`src/rtl/csr_file.sv`:
```
// Floating-point status (fflags/frm/fcsr) and machine counter CSRs.
// Combinational read/fault decode; state commits on the rising edge of i_clk.
module csr_file #(
    parameter int unsigned XLEN         = 32,
    parameter int unsigned NUM_FLAG_SRC = 2,
    parameter int unsigned RETIRE_W     = 2
) (
    input  logic                            i_clk,
    input  logic                            i_rst_n,
    input  logic                            i_csr_en,
    input  logic [11:0]                     i_csr_addr,
    input  logic [1:0]                      i_csr_op,
    input  logic                            i_csr_write,
    input  logic [XLEN-1:0]                 i_wr_data,
    input  logic [NUM_FLAG_SRC-1:0]         i_fflags_valid,
    input  logic [5*NUM_FLAG_SRC-1:0]       i_fflags,
    input  logic [$clog2(RETIRE_W+1)-1:0]   i_retire_cnt,
    output logic [XLEN-1:0]                 o_rd_data,
    output logic                            o_illegal,
    output logic [2:0]                      o_frm,
    output logic                            o_frm_rsvd
);

    localparam int unsigned RCW    = $clog2(RETIRE_W + 1);
    localparam bit          HAS_HI = (XLEN == 32);

    localparam logic [11:0] A_FFLAGS   = 12'h001;
    localparam logic [11:0] A_FRM      = 12'h002;
    localparam logic [11:0] A_FCSR     = 12'h003;
    localparam logic [11:0] A_MCNTINH  = 12'h320;
    localparam logic [11:0] A_MCYCLE   = 12'hB00;
    localparam logic [11:0] A_MINSTRET = 12'hB02;
    localparam logic [11:0] A_MCYCLEH  = 12'hB80;
    localparam logic [11:0] A_MINSTRH  = 12'hB82;
    localparam logic [11:0] A_CYCLE    = 12'hC00;
    localparam logic [11:0] A_INSTRET  = 12'hC02;
    localparam logic [11:0] A_CYCLEH   = 12'hC80;
    localparam logic [11:0] A_INSTRH   = 12'hC82;

    logic [4:0]      fflags_q, fflags_d;
    logic [2:0]      frm_q, frm_d;
    logic            cy_inh_q, cy_inh_d;
    logic            ir_inh_q, ir_inh_d;
    logic [63:0]     mcycle_q, mcycle_d;
    logic [63:0]     minstret_q, minstret_d;

    logic            hit;
    logic [XLEN-1:0] rd_val;
    logic            wr_eff;
    logic [XLEN-1:0] new_val;
    logic [4:0]      acc;
    logic [RCW-1:0]  ret_clamp;

    // Address decode and read mux
    always_comb begin
        hit    = 1'b1;
        rd_val = '0;
        case (i_csr_addr)
            A_FFLAGS:              rd_val = XLEN'(fflags_q);
            A_FRM:                 rd_val = XLEN'(frm_q);
            A_FCSR:                rd_val = XLEN'({frm_q, fflags_q});
            A_MCNTINH:             rd_val = XLEN'({ir_inh_q, 1'b0, cy_inh_q});
            A_MCYCLE, A_CYCLE:     rd_val = XLEN'(mcycle_q);
            A_MINSTRET, A_INSTRET: rd_val = XLEN'(minstret_q);
            A_MCYCLEH, A_CYCLEH: begin
                hit    = HAS_HI;
                rd_val = HAS_HI ? XLEN'(mcycle_q[63:32]) : '0;
            end
            A_MINSTRH, A_INSTRH: begin
                hit    = HAS_HI;
                rd_val = HAS_HI ? XLEN'(minstret_q[63:32]) : '0;
            end
            default:               hit = 1'b0;
        endcase
    end

    assign o_rd_data  = (i_csr_en && hit) ? rd_val : '0;
    assign o_illegal  = i_csr_en & (~hit | (i_csr_write & (i_csr_op != 2'b11)
                                            & (i_csr_addr[11:8] == 4'hC)));
    assign wr_eff     = i_csr_en & i_csr_write & (i_csr_op != 2'b11) & ~o_illegal;
    assign o_frm      = frm_q;
    assign o_frm_rsvd = (frm_q >= 3'd5);

    // Read-modify-write operand
    always_comb begin
        new_val = o_rd_data;
        case (i_csr_op)
            2'b00:   new_val = i_wr_data;
            2'b01:   new_val = o_rd_data | i_wr_data;
            2'b10:   new_val = o_rd_data & ~i_wr_data;
            default: new_val = o_rd_data;
        endcase
    end

    // Next-state: accrued flags are ORed after the write so clears never drop them
    always_comb begin
        acc        = '0;
        fflags_d   = fflags_q;
        frm_d      = frm_q;
        cy_inh_d   = cy_inh_q;
        ir_inh_d   = ir_inh_q;
        ret_clamp  = (i_retire_cnt > RCW'(RETIRE_W)) ? RCW'(RETIRE_W) : i_retire_cnt;
        mcycle_d   = cy_inh_q ? mcycle_q : mcycle_q + 64'd1;
        minstret_d = ir_inh_q ? minstret_q : minstret_q + 64'(ret_clamp);

        for (int k = 0; k < int'(NUM_FLAG_SRC); k++) begin
            if (i_fflags_valid[k]) begin
                acc = acc | i_fflags[5*k +: 5];
            end
        end

        if (wr_eff) begin
            case (i_csr_addr)
                A_FFLAGS:   fflags_d = new_val[4:0];
                A_FRM:      frm_d    = new_val[2:0];
                A_FCSR: begin
                    fflags_d = new_val[4:0];
                    frm_d    = new_val[7:5];
                end
                A_MCNTINH: begin
                    cy_inh_d = new_val[0];
                    ir_inh_d = new_val[2];
                end
                A_MCYCLE:   mcycle_d   = (XLEN == 64) ? 64'(new_val)
                                                      : {mcycle_q[63:32], new_val[31:0]};
                A_MINSTRET: minstret_d = (XLEN == 64) ? 64'(new_val)
                                                      : {minstret_q[63:32], new_val[31:0]};
                A_MCYCLEH:  mcycle_d   = {new_val[31:0], mcycle_q[31:0]};
                A_MINSTRH:  minstret_d = {new_val[31:0], minstret_q[31:0]};
                default:    ;
            endcase
        end

        fflags_d = fflags_d | acc;
    end

    always_ff @(posedge i_clk or negedge i_rst_n) begin
        if (!i_rst_n) begin
            fflags_q   <= '0;
            frm_q      <= '0;
            cy_inh_q   <= 1'b0;
            ir_inh_q   <= 1'b0;
            mcycle_q   <= '0;
            minstret_q <= '0;
        end else begin
            fflags_q   <= fflags_d;
            frm_q      <= frm_d;
            cy_inh_q   <= cy_inh_d;
            ir_inh_q   <= ir_inh_d;
            mcycle_q   <= mcycle_d;
            minstret_q <= minstret_d;
        end
    end

endmodule

```
`config.mk`:
```
export PLATFORM = sky130hd
export DESIGN_NAME = csr_file
export DESIGN_NICKNAME = d
export VERILOG_FILES = /design/src/rtl/csr_file.sv
export SDC_FILE = /design/constraint.sdc
export NUM_CORES = 1
export LEC_CHECK = 0
export CORE_MARGIN = 5
export CORE_UTILIZATION = 30
export CTS_BUF_LIST = sky130_fd_sc_hd__clkbuf_16
export DETAILED_ROUTE_END_ITERATION = 8
export PLACE_DENSITY = 0.58
export SLEW_MARGIN = 25
export SYNTH_ARGS = -nofsm -noshare
export SYNTH_HDL_FRONTEND = slang
export SYNTH_SLANG_ARGS = --single-unit
```
`constraint.sdc`:
```
create_clock -name i_clk -period 6.1 [get_ports i_clk]
set_input_delay 1.22 -clock i_clk [delete_from_list [all_inputs] [get_ports i_clk]]
set_output_delay 1.22 -clock i_clk [all_outputs]
set_load 0.005 [all_outputs]
```
=== Word level (Yosys, flattened, before mapping) ===
Cells that the tools add are included.

* Multiplexer cells: 16
* Equal/unequal tests: 20
* Order comparisons: 2
* Reductions and logical operators: 11
* Add/sub/neg operators: 2
* Bitwise gates (word level): 14

{| class="wikitable"
|+ Operators with widths
! operator !! number
|-
| 64-bit 2-to-1 mux || 4
|-
| 32-bit one-hot mux with 8 select lines || 1
|-
| 64-bit one-hot mux with 2 select lines || 2
|-
| 12-bit equality test (second input constant) || 8
|-
| 32-bit one-hot mux with 3 select lines || 1
|-
| 64-bit by 1-bit adder with 64-bit output (second input constant) || 1
|-
| 64-bit by 2-bit adder with 64-bit output || 1
|-
| 32-bit bitwise AND || 1
|-
| 32-bit 2-to-1 mux || 1
|-
| 32-bit NOT || 1
|-
| 32-bit bitwise OR || 1
|-
| 12-bit by 2-bit equality test with 1-bit output (second input constant) || 2
|-
| 5-bit 2-to-1 mux || 4
|-
| 12-bit by 1-bit equality test with 1-bit output (second input constant) || 1
|-
| 12-bit by 10-bit equality test with 1-bit output (second input constant) || 1
|-
| 12-bit OR reduction || 1
|-
| 2-bit inequality test (second input constant) || 5
|-
| 5-bit bitwise OR || 2
|-
| 2-bit OR reduction || 5
|-
| 1-bit bitwise AND || 6
|-
| 3-bit one-hot mux with 2 select lines || 1
|-
| 4-bit equality test (second input constant) || 1
|-
| 2-bit AND reduction || 2
|-
| 3-bit greater-or-equal comparator (second input constant) || 1
|-
| other kinds (10) || 11
|}

* Word-level logic and storage cells: 73
* Output and inout bits: 37
* Bits of input ports: 64
* Register bits: 138

=== Depth between registers and ports, before layout ===
* Depth after elaboration: 10
* Gate-level depth with buffers: 11
* Mapped depth without buffers: 10

=== Least setup slack after synthesis ===
OpenSTA, ideal clock, no wires.

* Path type: input-to-output
* Start point: input i_csr_addr[6]
* End point: output o_rd_data[12]
* Path buffers: 5
* Arrival time: 3.105 ns
* Setup slack: 1.775 ns
* Cell stages on the path: 10
* Data required time: 4.880 ns
* Cell sequence: buf_6 > or4_4 > buf_6 > nor2_8 > o221ai_4 > a21o_1 > buf_6 > buf_6 > clkbuf_1 > a31oi_1

* Cells in the longest elaborated chain, start to end: 5
* Elaborated cells on any way between the ends: 21
* Those cells by class: 12 x eq/ne; 3 x mux; 6 x reduce/logical

{| class="wikitable"
|+ RTL lines
! element !! line !! RTL
|-
| start, declared || 11 || <nowiki>input logic [11:0] i_csr_addr,</nowiki>
|-
| 12-bit equality test, or another cell as far along || 58 || <nowiki>case (i_csr_addr)</nowiki>
|-
| 12-bit OR reduction (no line) || -- ||
|-
| 1-bit 2-to-1 mux || 58 ||
|-
| 1-bit logical AND || 77 || <nowiki>assign o_rd_data = (i_csr_en && hit) ? rd_val : '0;</nowiki>
|-
| 32-bit 2-to-1 mux * || 77 ||
|-
| end, declared || 18 || <nowiki>output logic [XLEN-1:0] o_rd_data,</nowiki>
|}

Mark *: on every way between the ends. The rest lies on a longest branch, timed or not.

=== Final worst setup path ===
* Start point: input i_csr_addr[9]
* End point: output o_rd_data[17]

Same word-level chain as after synthesis.

==> impl_metrics.tcl <==
set metrics [dict create \
    outcome "completed" \
    dpl.hpwl_um 40240 \
    tritoncts "yes" \
    final.fill_count 3699 \
    initial_utilization_pct 30.32 \
    power.leakage_nw 4.809 \
    p_int_w 0.001791 \
    r2r_slack_ps 2470 \
    pwr-share-seq_pct 41.7 \
    slew_headroom_pct 26.29 \
    path_clk_slew_ps 70 \
    io_buffers 100 \
    ys_seq_elements 138 \
    synth_top_flop_cell "dfrtp_1" \
    required_ps 4880 \
    ant_nets 0 \
    postSynthCellCount 1382 \
    rsz0062_at_grt "no" \
    synth_area_leaders "dfrtp_1 (31%), a21oi_1 (5.3%), mux2i_1 (4.1%)" \
    avgRoutedWirePerCell_um 27.26 \
    die_area_mm2 0.04086 \
    coreArea_mm2 0.03652 \
    total_power_w 0.002631 \
    clockBufferDepth 2 \
    crit_type "input pin to output pin" \
    min-delay-path-class "flop to flop" \
    worstPathMaxFanout 16 \
    final_nets 1534 \
    viasPerCell 6.454 \
    drt-total-wl_um 53070 \
    cts_buffers 17 \
    clock-sinks 138 \
    worst_slew_pin_slew_ps 1096 \
    ctsResizeCount 0 \
    final.setup.worst_slack_ps 602.9 \
    ys_async_sr_fraction_pct 100.0 \
    post-place-ws_ps 655.5 \
    synth_nets 1450 \
    switchingPower_w 0.0008403 \
    slew_viol_final 0 \
    num_vias 12565 \
    antenna_found_initial 1 \
    drive_gt1_share_pct 9.398 \
    cts_root_buffer "clkbuf_16" \
    yosysWarnings 0 \
    crit_path_start_kind "input pin" \
    grt_pass1_wl_um 78150 \
    drtPass1Iterations 6 \
    combinationalPowerShare_pct 15.3 \
    crit_arrival_ps 4280 \
    drc_errors 0 \
    grt_overflow 0 \
    power.density_mw_per_mm2 197.5 \
    fp.dieH_um 202.1 \
    synth-edff-count 0 \
    clk_latency_ps 440 \
    yosysTopAreaCell "dfrtp_1" \
    drt_first_iter_violations 2270 \
    maxCapViolations 0 \
    avgSynthCellArea_um2 8.013 \
    p_sw_share_pct 31.93 \
    setup-violations-final 0 \
    grt_usage_pct 25.02 \
    rows 70 \
    postCtsHoldBufs 0 \
    netlist.area_leader.share_pct 31.18 \
    synthTopCellsByCount "dfrtp_1 (138), a21oi_1 (118), nand2_1 (112), nor2_1 (101)" \
    antennaDiodeCount 0 \
    fmax_mhz 181.9 \
    grt_max_degree 92 \
    netlist_area_mm2 0.01107 \
    setup_tns_ps 0 \
    yosys.cell_count.top_type "dfrtp_1" \
    area_growth_pct 20.31 \
    finClkSkew_ps 15.70 \
    post_cts_buffers 0 \
    period_minus_slack_ps 5497 \
    ys_seq_area_share_pct 31.18 \
    pwr-share-clk_pct 43.1 \
    io_pins 101 \
    post-route-period-util_pct 90.12 \
    die_w_um 202.1 \
    cp-end-kind "output pin" \
    hold_viol 0 \
    peakVddDrop_v 0.0001680 \
    grt_pass1_vias 11745 \
    synth_cell_type_count 94 \
    htree_levels 4 \
    gp_congestion 0.9991 \
]
==> area by class of cell <==
class	count	area (um^2)	area share, %
Clock buffer	17	425.4	3.193
Clock inverter	15	188.9	1.418
Inverter	54	202.7	1.521
Multi-Input combinational cell	1098	7039	52.83
Sequential cell	138	3453	25.92
Tap cell	468	585.6	4.395
Timing Repair Buffer	157	1429	10.72
==> power by group through the flow <==
| stage | sequential [W] | combinational, W | clock, W |
|---|---|---|---|
| after floorplan | 0.00105 | 0.000247 | 0 |
| after global placement | 0.00111 | 0.000390 | 0 |
| after detailed placement | 0.00111 | 0.000395 | 0 |
| after CTS | 0.00109 | 0.000396 | 0.00114 |
| after global routing | 0.00110 | 0.000440 | 0.00117 |
| final | 0.00110 | 0.000402 | 0.00113 |
==> final timing paths <==
kind / start / depth (start not counted) / endpoint
max: i_csr_addr[9] / 8 / o_rd_data[17]
min: mcycle_q[53] / 1 / mcycle_q[53]
max reg2reg: mcycle_q[18] / 6 / mcycle_q[59]
min reg2reg: mcycle_q[53] / 1 / mcycle_q[53]
max in group asynchronous: i_rst_n / 2 / minstret_q[46]
min in group asynchronous: i_rst_n / 1 / mcycle_q[2]
==> layer usage <==
layer  up-vias  global-route usage [%]  part of all wire, %  wire [um]
li1       5480                       -                    -          -
met1      6138                   36.21                   42      22170
met3       123                   5.102                   12       6108
met2       824                   37.57                   43      22890
met5         -                       0                    0          0
met4         0                   7.759                  3.6       1901
==> cells in the final DEF, fill, tap and decap left out, types with 43 or more instances in the layout <==
master,count
nor4_1,43
nor3_1,56
inv_1,53
nand3_1,65
nor2_1,97
o21ai_0,66
clkdlybuf4s50_1,98
mux2i_1,45
a21oi_1,117
dfrtp_1,138
nand4_1,58
nand2_1,112
buf_4,56
xnor2_1,47
==> cell families (layout without fill, tap and decap cells) <==
kind of cell             count (synthesis)  count (layout)  synth area share [%]
AO/OA/AOI/OAI                          431             431                 26.47
XOR/XNOR                                50              50                 3.954
adder cells (fa/ha/maj)                  4               4                0.5198
buffers and inverters                  146             243                 5.536
flip-flops                             138             138                 31.18
multiplexers                            53              53                 5.084
AND/OR/NAND/NOR                        560             560                 27.25
==> metrics by stage <==
| step | hold slack, ps | area (um^2) | cells | utilization (%) |
|---|---|---|---|---|
| 5_1_grt | 606.0 | 13320 | 1947 | 36.48 |
| 2_1_floorplan | 486.5 | 11070 | 1382 | - |
| 6_report | 571.3 | 13320 | 1947 | 36.48 |
| 3_3_place_gp | 547.0 | 12690 | 1914 | 34.73 |
| 4_1_cts | 561.4 | 13320 | 1947 | 36.46 |
| 3_5_place_dp | 552.3 | 12700 | 1915 | 34.78 |
==> sequential cells by signal, indices dropped and copies added (netlist names) <==
signal	count
mcycle_q	64
o_frm	3
ir_inh_q	1
fflags_q	5
cy_inh_q	1
minstret_q	64
==> critical path, stage by stage <==
cell and delay [ps]:
clkdlybuf4s50_1 510, nand4bb_1 510, buf_4 330, a211oi_2 210, buf_4 280, a222oi_1 150
a221oi_2 460, clkdlybuf4s50_1 600
(Power assumes the default switching activity.)
